## src/rtl/vga_display_ctrl.sv

```systemverilog
// VGA output stage: pixel-enable divider, h/v timing, frame-memory addressing,
// sync/blank alignment to the memory read latency and per-frame colour selection.
module vga_display_ctrl #(
  parameter int COLOUR_W     = 8,
  parameter int CLK_DIV      = 2,
  parameter int H_VIS        = 640,
  parameter int H_FP         = 16,
  parameter int H_SYNC       = 96,
  parameter int H_BP         = 48,
  parameter int V_VIS        = 480,
  parameter int V_FP         = 10,
  parameter int V_SYNC       = 2,
  parameter int V_BP         = 33,
  parameter int RD_LAT       = 1,
  parameter logic [COLOUR_W-1:0] WIN_COLOUR = 8'h20,
  parameter int BLINK_FRAMES = 30
) (
  input  logic                CLK,
  input  logic                RESET,
  input  logic [1:0]          MASTER_STATE,
  output logic [9:0]          ADDRH,
  output logic [8:0]          ADDRV,
  input  logic [COLOUR_W-1:0] CIN,
  output logic [COLOUR_W-1:0] COUT,
  output logic                HS,
  output logic                VS,
  output logic                FRAME_START
);

  localparam logic [9:0] H_LAST  = 10'(H_VIS + H_FP + H_SYNC + H_BP - 1);
  localparam logic [9:0] V_LAST  = 10'(V_VIS + V_FP + V_SYNC + V_BP - 1);
  localparam logic [9:0] H_VIS_L = 10'(H_VIS);
  localparam logic [9:0] V_VIS_L = 10'(V_VIS);
  localparam logic [9:0] HS_BEG  = 10'(H_VIS + H_FP);
  localparam logic [9:0] HS_END  = 10'(H_VIS + H_FP + H_SYNC);
  localparam logic [9:0] VS_BEG  = 10'(V_VIS + V_FP);
  localparam logic [9:0] VS_END  = 10'(V_VIS + V_FP + V_SYNC);
  localparam int DIV_W = (CLK_DIV > 1) ? $clog2(CLK_DIV) : 1;
  localparam logic [DIV_W-1:0] DIV_LAST = DIV_W'(CLK_DIV - 1);
  localparam int BLK_W = (BLINK_FRAMES > 1) ? $clog2(BLINK_FRAMES) : 1;
  localparam logic [BLK_W-1:0] BLK_LAST = BLK_W'(BLINK_FRAMES - 1);

  typedef enum logic [1:0] {ST_IDLE, ST_PLAY, ST_WON, ST_IDLE_ALT} mstate_t;

  logic [DIV_W-1:0] div_reg;
  logic [9:0]       hcnt_reg, vcnt_reg;
  logic             pe, h_last, v_last, wrap;
  logic             vis_raw, hs_raw, vs_raw;
  logic [2:0]       align_pipe [0:RD_LAT];
  mstate_t          state_reg, state_next;
  logic             phase_reg, phase_next;
  logic [BLK_W-1:0] blink_reg, blink_next;
  logic [COLOUR_W-1:0] sel;

  assign pe          = (div_reg == DIV_LAST);
  assign h_last      = (hcnt_reg == H_LAST);
  assign v_last      = (vcnt_reg == V_LAST);
  assign wrap        = pe && h_last && v_last;
  assign FRAME_START = wrap;

  assign vis_raw = (hcnt_reg < H_VIS_L) && (vcnt_reg < V_VIS_L);
  assign hs_raw  = !((hcnt_reg >= HS_BEG) && (hcnt_reg < HS_END));
  assign vs_raw  = !((vcnt_reg >= VS_BEG) && (vcnt_reg < VS_END));

  always_ff @(posedge CLK or posedge RESET) begin
    if (RESET)   div_reg <= '0;
    else if (pe) div_reg <= '0;
    else         div_reg <= div_reg + 1'b1;
  end

  always_ff @(posedge CLK or posedge RESET) begin
    if (RESET) begin
      hcnt_reg <= '0;
      vcnt_reg <= '0;
      ADDRH    <= '0;
      ADDRV    <= '0;
    end else if (pe) begin
      if (h_last) begin
        hcnt_reg <= '0;
        vcnt_reg <= v_last ? 10'd0 : vcnt_reg + 10'd1;
      end else begin
        hcnt_reg <= hcnt_reg + 10'd1;
      end
      ADDRH <= vis_raw ? hcnt_reg : 10'd0;
      ADDRV <= vis_raw ? vcnt_reg[8:0] : 9'd0;
    end
  end

  // Stage 0 is loaded alongside the address, so the tail lines up with CIN.
  // Each entry is {vis, hs, vs}; reset state is blank with syncs inactive.
  for (genvar gi = 0; gi <= RD_LAT; gi++) begin : g_align
    if (gi == 0) begin : g_head
      always_ff @(posedge CLK or posedge RESET) begin
        if (RESET)   align_pipe[0] <= 3'b011;
        else if (pe) align_pipe[0] <= {vis_raw, hs_raw, vs_raw};
      end
    end else begin : g_tail
      always_ff @(posedge CLK or posedge RESET) begin
        if (RESET)   align_pipe[gi] <= 3'b011;
        else if (pe) align_pipe[gi] <= align_pipe[gi-1];
      end
    end
  end

  always_comb begin
    sel = '0;
    case (state_reg)
      ST_PLAY: sel = CIN;
      ST_WON:  sel = phase_reg ? WIN_COLOUR : '0;
      default: sel = '0;
    endcase
  end

  always_ff @(posedge CLK or posedge RESET) begin
    if (RESET) begin
      HS   <= 1'b1;
      VS   <= 1'b1;
      COUT <= '0;
    end else if (pe) begin
      HS   <= align_pipe[RD_LAT][1];
      VS   <= align_pipe[RD_LAT][0];
      COUT <= align_pipe[RD_LAT][2] ? sel : '0;
    end
  end

  always_ff @(posedge CLK or posedge RESET) begin
    if (RESET) begin
      state_reg <= ST_IDLE;
      phase_reg <= 1'b1;
      blink_reg <= '0;
    end else begin
      state_reg <= state_next;
      phase_reg <= phase_next;
      blink_reg <= blink_next;
    end
  end

  // State is sampled only at frame wrap so a frame is never drawn half-and-half.
  always_comb begin
    state_next = state_reg;
    phase_next = phase_reg;
    blink_next = blink_reg;
    if (wrap) begin
      state_next = mstate_t'(MASTER_STATE);
      if (MASTER_STATE == 2'd2) begin
        if (state_reg == ST_WON) begin
          if (blink_reg == BLK_LAST) begin
            blink_next = '0;
            phase_next = !phase_reg;
          end else begin
            blink_next = blink_reg + 1'b1;
          end
        end else begin
          phase_next = 1'b1;
          blink_next = '0;
        end
      end
    end
  end

endmodule

```

## config.mk

```make
export PLATFORM = sky130hd
export DESIGN_NAME = vga_display_ctrl
export DESIGN_NICKNAME = d
export VERILOG_FILES = /design/src/rtl/vga_display_ctrl.sv
export SDC_FILE = /design/constraint.sdc
export NUM_CORES = 1
export LEC_CHECK = 0
export BUFFER_PORTS_ARGS = -buffer_cell sky130_fd_sc_hd__clkbuf_2
export CORE_MARGIN = 1
export CORE_UTILIZATION = 30
export CTS_BUF_LIST = sky130_fd_sc_hd__clkbuf_16
export DETAILED_ROUTE_END_ITERATION = 16
export SYNTH_ARGS = -nofsm -noshare
export SYNTH_HDL_FRONTEND = slang
export SYNTH_SLANG_ARGS = --single-unit
```

## constraint.sdc

```tcl
create_clock -name CLK -period 2.05 [get_ports CLK]
set_input_delay 0.1025 -clock CLK [delete_from_list [all_inputs] [get_ports CLK]]
set_output_delay 0.1025 -clock CLK [all_outputs]
set_load 0.01 [all_outputs]
```

==> metrics <==
Post-Syn Nets 270; clk slew on worst S/H paths 0.05 ns; worst-skew pair later-pin latency 0.33 ns; reg2reg setup slack 0.05 ns; status finished, final reports clean; worst r2r src hcnt_reg[1]; Tcrit/Tclk final 97.4%; worst reg-to-reg path cell count 5; fill count 898; post-synthesis area per instance 11.5 um^2; Worst Tran Pin Value 0.505 ns; worst-path fanout max 4; H-tree levels 3; via/cell ratio 4.79; synth unique cells 43; Worst Path Arrival 2.24 ns; max_slew headroom 66.3%; first-pass GRT wire length 11.1 mm; Peak Freq 501 MHz; # IOs 42; Final Skew 0.00292 ns; leakage power 1.74 nW; GRT Util Overall 14.6%; Detailed Routing Iterations Pass 1 5; post-route ant nets 0; Root Driver clkbuf_16; DP Cell Count 428; DP HPWL 4.45 mm; Die X-Extent 99.9 um; area leader, netlist dfrtp_1; hold depth 3; critical-path cell list ha_4, nand4_1, or3_4, or4_4, o31ai_2; Hold Slack 0.0362 ns; Syn Inst Count 250; critical path endpoint category flop; initial antenna violation count 0; final global-route overflow total 0; count of final hold-check violations 0; routability congestion estimate 0.845; Hold WC Path Type input port to flop; fin crit period 2.00 ns; Starting Density 31.1%; Main synth FF type dfrtp_1; fin cells 463; WL per Instance 14.3 um; chip height 99.9 um; fraction of registers with async set/reset 100%; Clock Tree Buf Depth 2; startpoint types flop; Req. time, crit path 2.29 ns; Final Power 2.77 mW; post-synth top area share 49.6%; Final TNS setup 0 ns; Die Footprint 9980 um^2; vias in the first global route 2164; FF+latch area 1610 um^2; Synth area leaders dfrtp_1 50%, a22o_1 7.6%, dfstp_2 6.4%, xnor2_1 3.7%, ha_1 3.5%; Residual DRC 0; commonest non-fill, non-tap cell in the layout dfrtp_1; RSZ-0062 raised after global routing yes; Slowest-stage cell, CP or4_4; CTS tree built; Crit Path Class flop to flop; worst hold endpoint state_reg[1]; area of the multi-input gates 1190 um^2; clock sink count 64; post-synthesis cell area 2870 um^2; maximum VDD drop 0.363 mV; max_cap viols 0; Seq/Total Area, Yosys 56.0%; Worst path max stage delay 0.56 ns; Rows 35; synthesized flop and latch total 64; yosys warns 0; Post-synth EDFFs 0; DR iter-0 viols 112; via count 2220; Final Slew Violations 0; layout cells sized above 1 34.1%; layout overhead on the synthesized area 33.8%; final wirelength 6.63 mm; Power Density 719 nW/um^2; r2r endpoint blink_reg[4]; TritonCTS buffer count 9; ANT cells 0; # nets final 350; fin util 41.6%; total core area 9240 um^2; Final setup viols 0; highest-count cells in the layout ignoring fill and taps 57 x dfrtp_1, 40 x clkbuf_2, 30 x buf_4, 25 x a22o_1, 15 x nand3_1; I/O Buffers 41; pin count of the biggest net entering global routing 65; hold_sp MASTER_STATE[1]
cells in the mapped netlist (all sizes together), types with 2 or more instances:
library cell and count:
ha 8, dfrtp 57, o41ai 2, nor2 14, inv 12, nand4 6
o21ai 9, a22o 25, dfstp 7, mux2 8, nand3 15, xnor2 12
o211ai 2, nand4b 3, xor2 2, clkbuf 6, buf 7, and3 4
nor3 8, o31ai 4, nor4 4, nand2b 3, a21oi 4, and4 3
nand2 11
how the worst max path moves through the flow:
stage | start | to | slack (ns) | cells past startpoint
final | hcnt_reg[1] | blink_reg[4] | 0.05 | 5
after global routing | hcnt_reg[1] | blink_reg[4] | -0.01 | 5
after CTS | hcnt_reg[1] | FRAME_START | 0.03 | 6
after detailed placement | vcnt_reg[0] | blink_reg[4] | 0.13 | 6
after global placement | vcnt_reg[0] | blink_reg[4] | 0.17 | 6
after floorplan | hcnt_reg[0] | blink_reg[4] | -0.07 | 6
worst max-delay path, delay by kind of cell, from the launching register on:
family,cells,cell delay (ns)
simple gates,3,1.12
flops,1,0.40
compound gates,1,0.23
fa+ha+maj,1,0.16
cell type report:
class,instances,area share [%]
clock inverter,6,1.33
tap,129,4.20
clock buffer,9,5.86
inverter,12,1.17
sequential,64,41.9
multi-input combinational,161,31.0
timing repair buffer,82,14.5
routing by layer:
metal	part of all wire (%)	track usage, %	vias up
li1	-	-	1079
met1	50	20.2	1085
met2	44	21.3	47
met3	4.7	5.01	9
met4	1.6	5.43	0
met5	0	0	-
per-stage QoR:
stage	setup WS [ns]	cell area [um^2]
floorplan	-0.0664	2880
global placement	0.168	3340
detailed placement	0.128	3340
CTS	0.0309	3720
global route	-0.0131	3850
finish	0.0531	3850
logic make-up (layout without fill, tap and decap cells):
group / Yosys count / in the layout / share of synthesized area (%)
AND/OR/NAND/NOR: 80 / 80 / 15.5
flip-flops: 64 / 64 / 56.0
AO/OA/AOI/OAI: 51 / 51 / 13.4
buffers and inverters: 25 / 109 / 4.18
XOR/XNOR: 14 / 14 / 4.27
adder cells (fa/ha/maj): 8 / 8 / 3.48
multiplexers: 8 / 8 / 3.13
power by group:
group,switching [mW],total [mW],internal (mW)
registers,0.00389,1.27,1.27
logic,0.0343,0.0601,0.0258
clock network,0.518,1.43,0.915
total,0.556,2.77,2.21
repair_timing:
| item | CTS | global route |
|---|---|---|
| hold buffers | 8 | 0 |
| setup buffers | 1 | 11 |
| setup endpoints to repair | 1 | 3 |
| gates resized for setup | 4 | 11 |
| hold endpoints to repair | 64 | 0 |
| pin swaps | 2 | 6 |
Power figures use the tool's default switching activity.
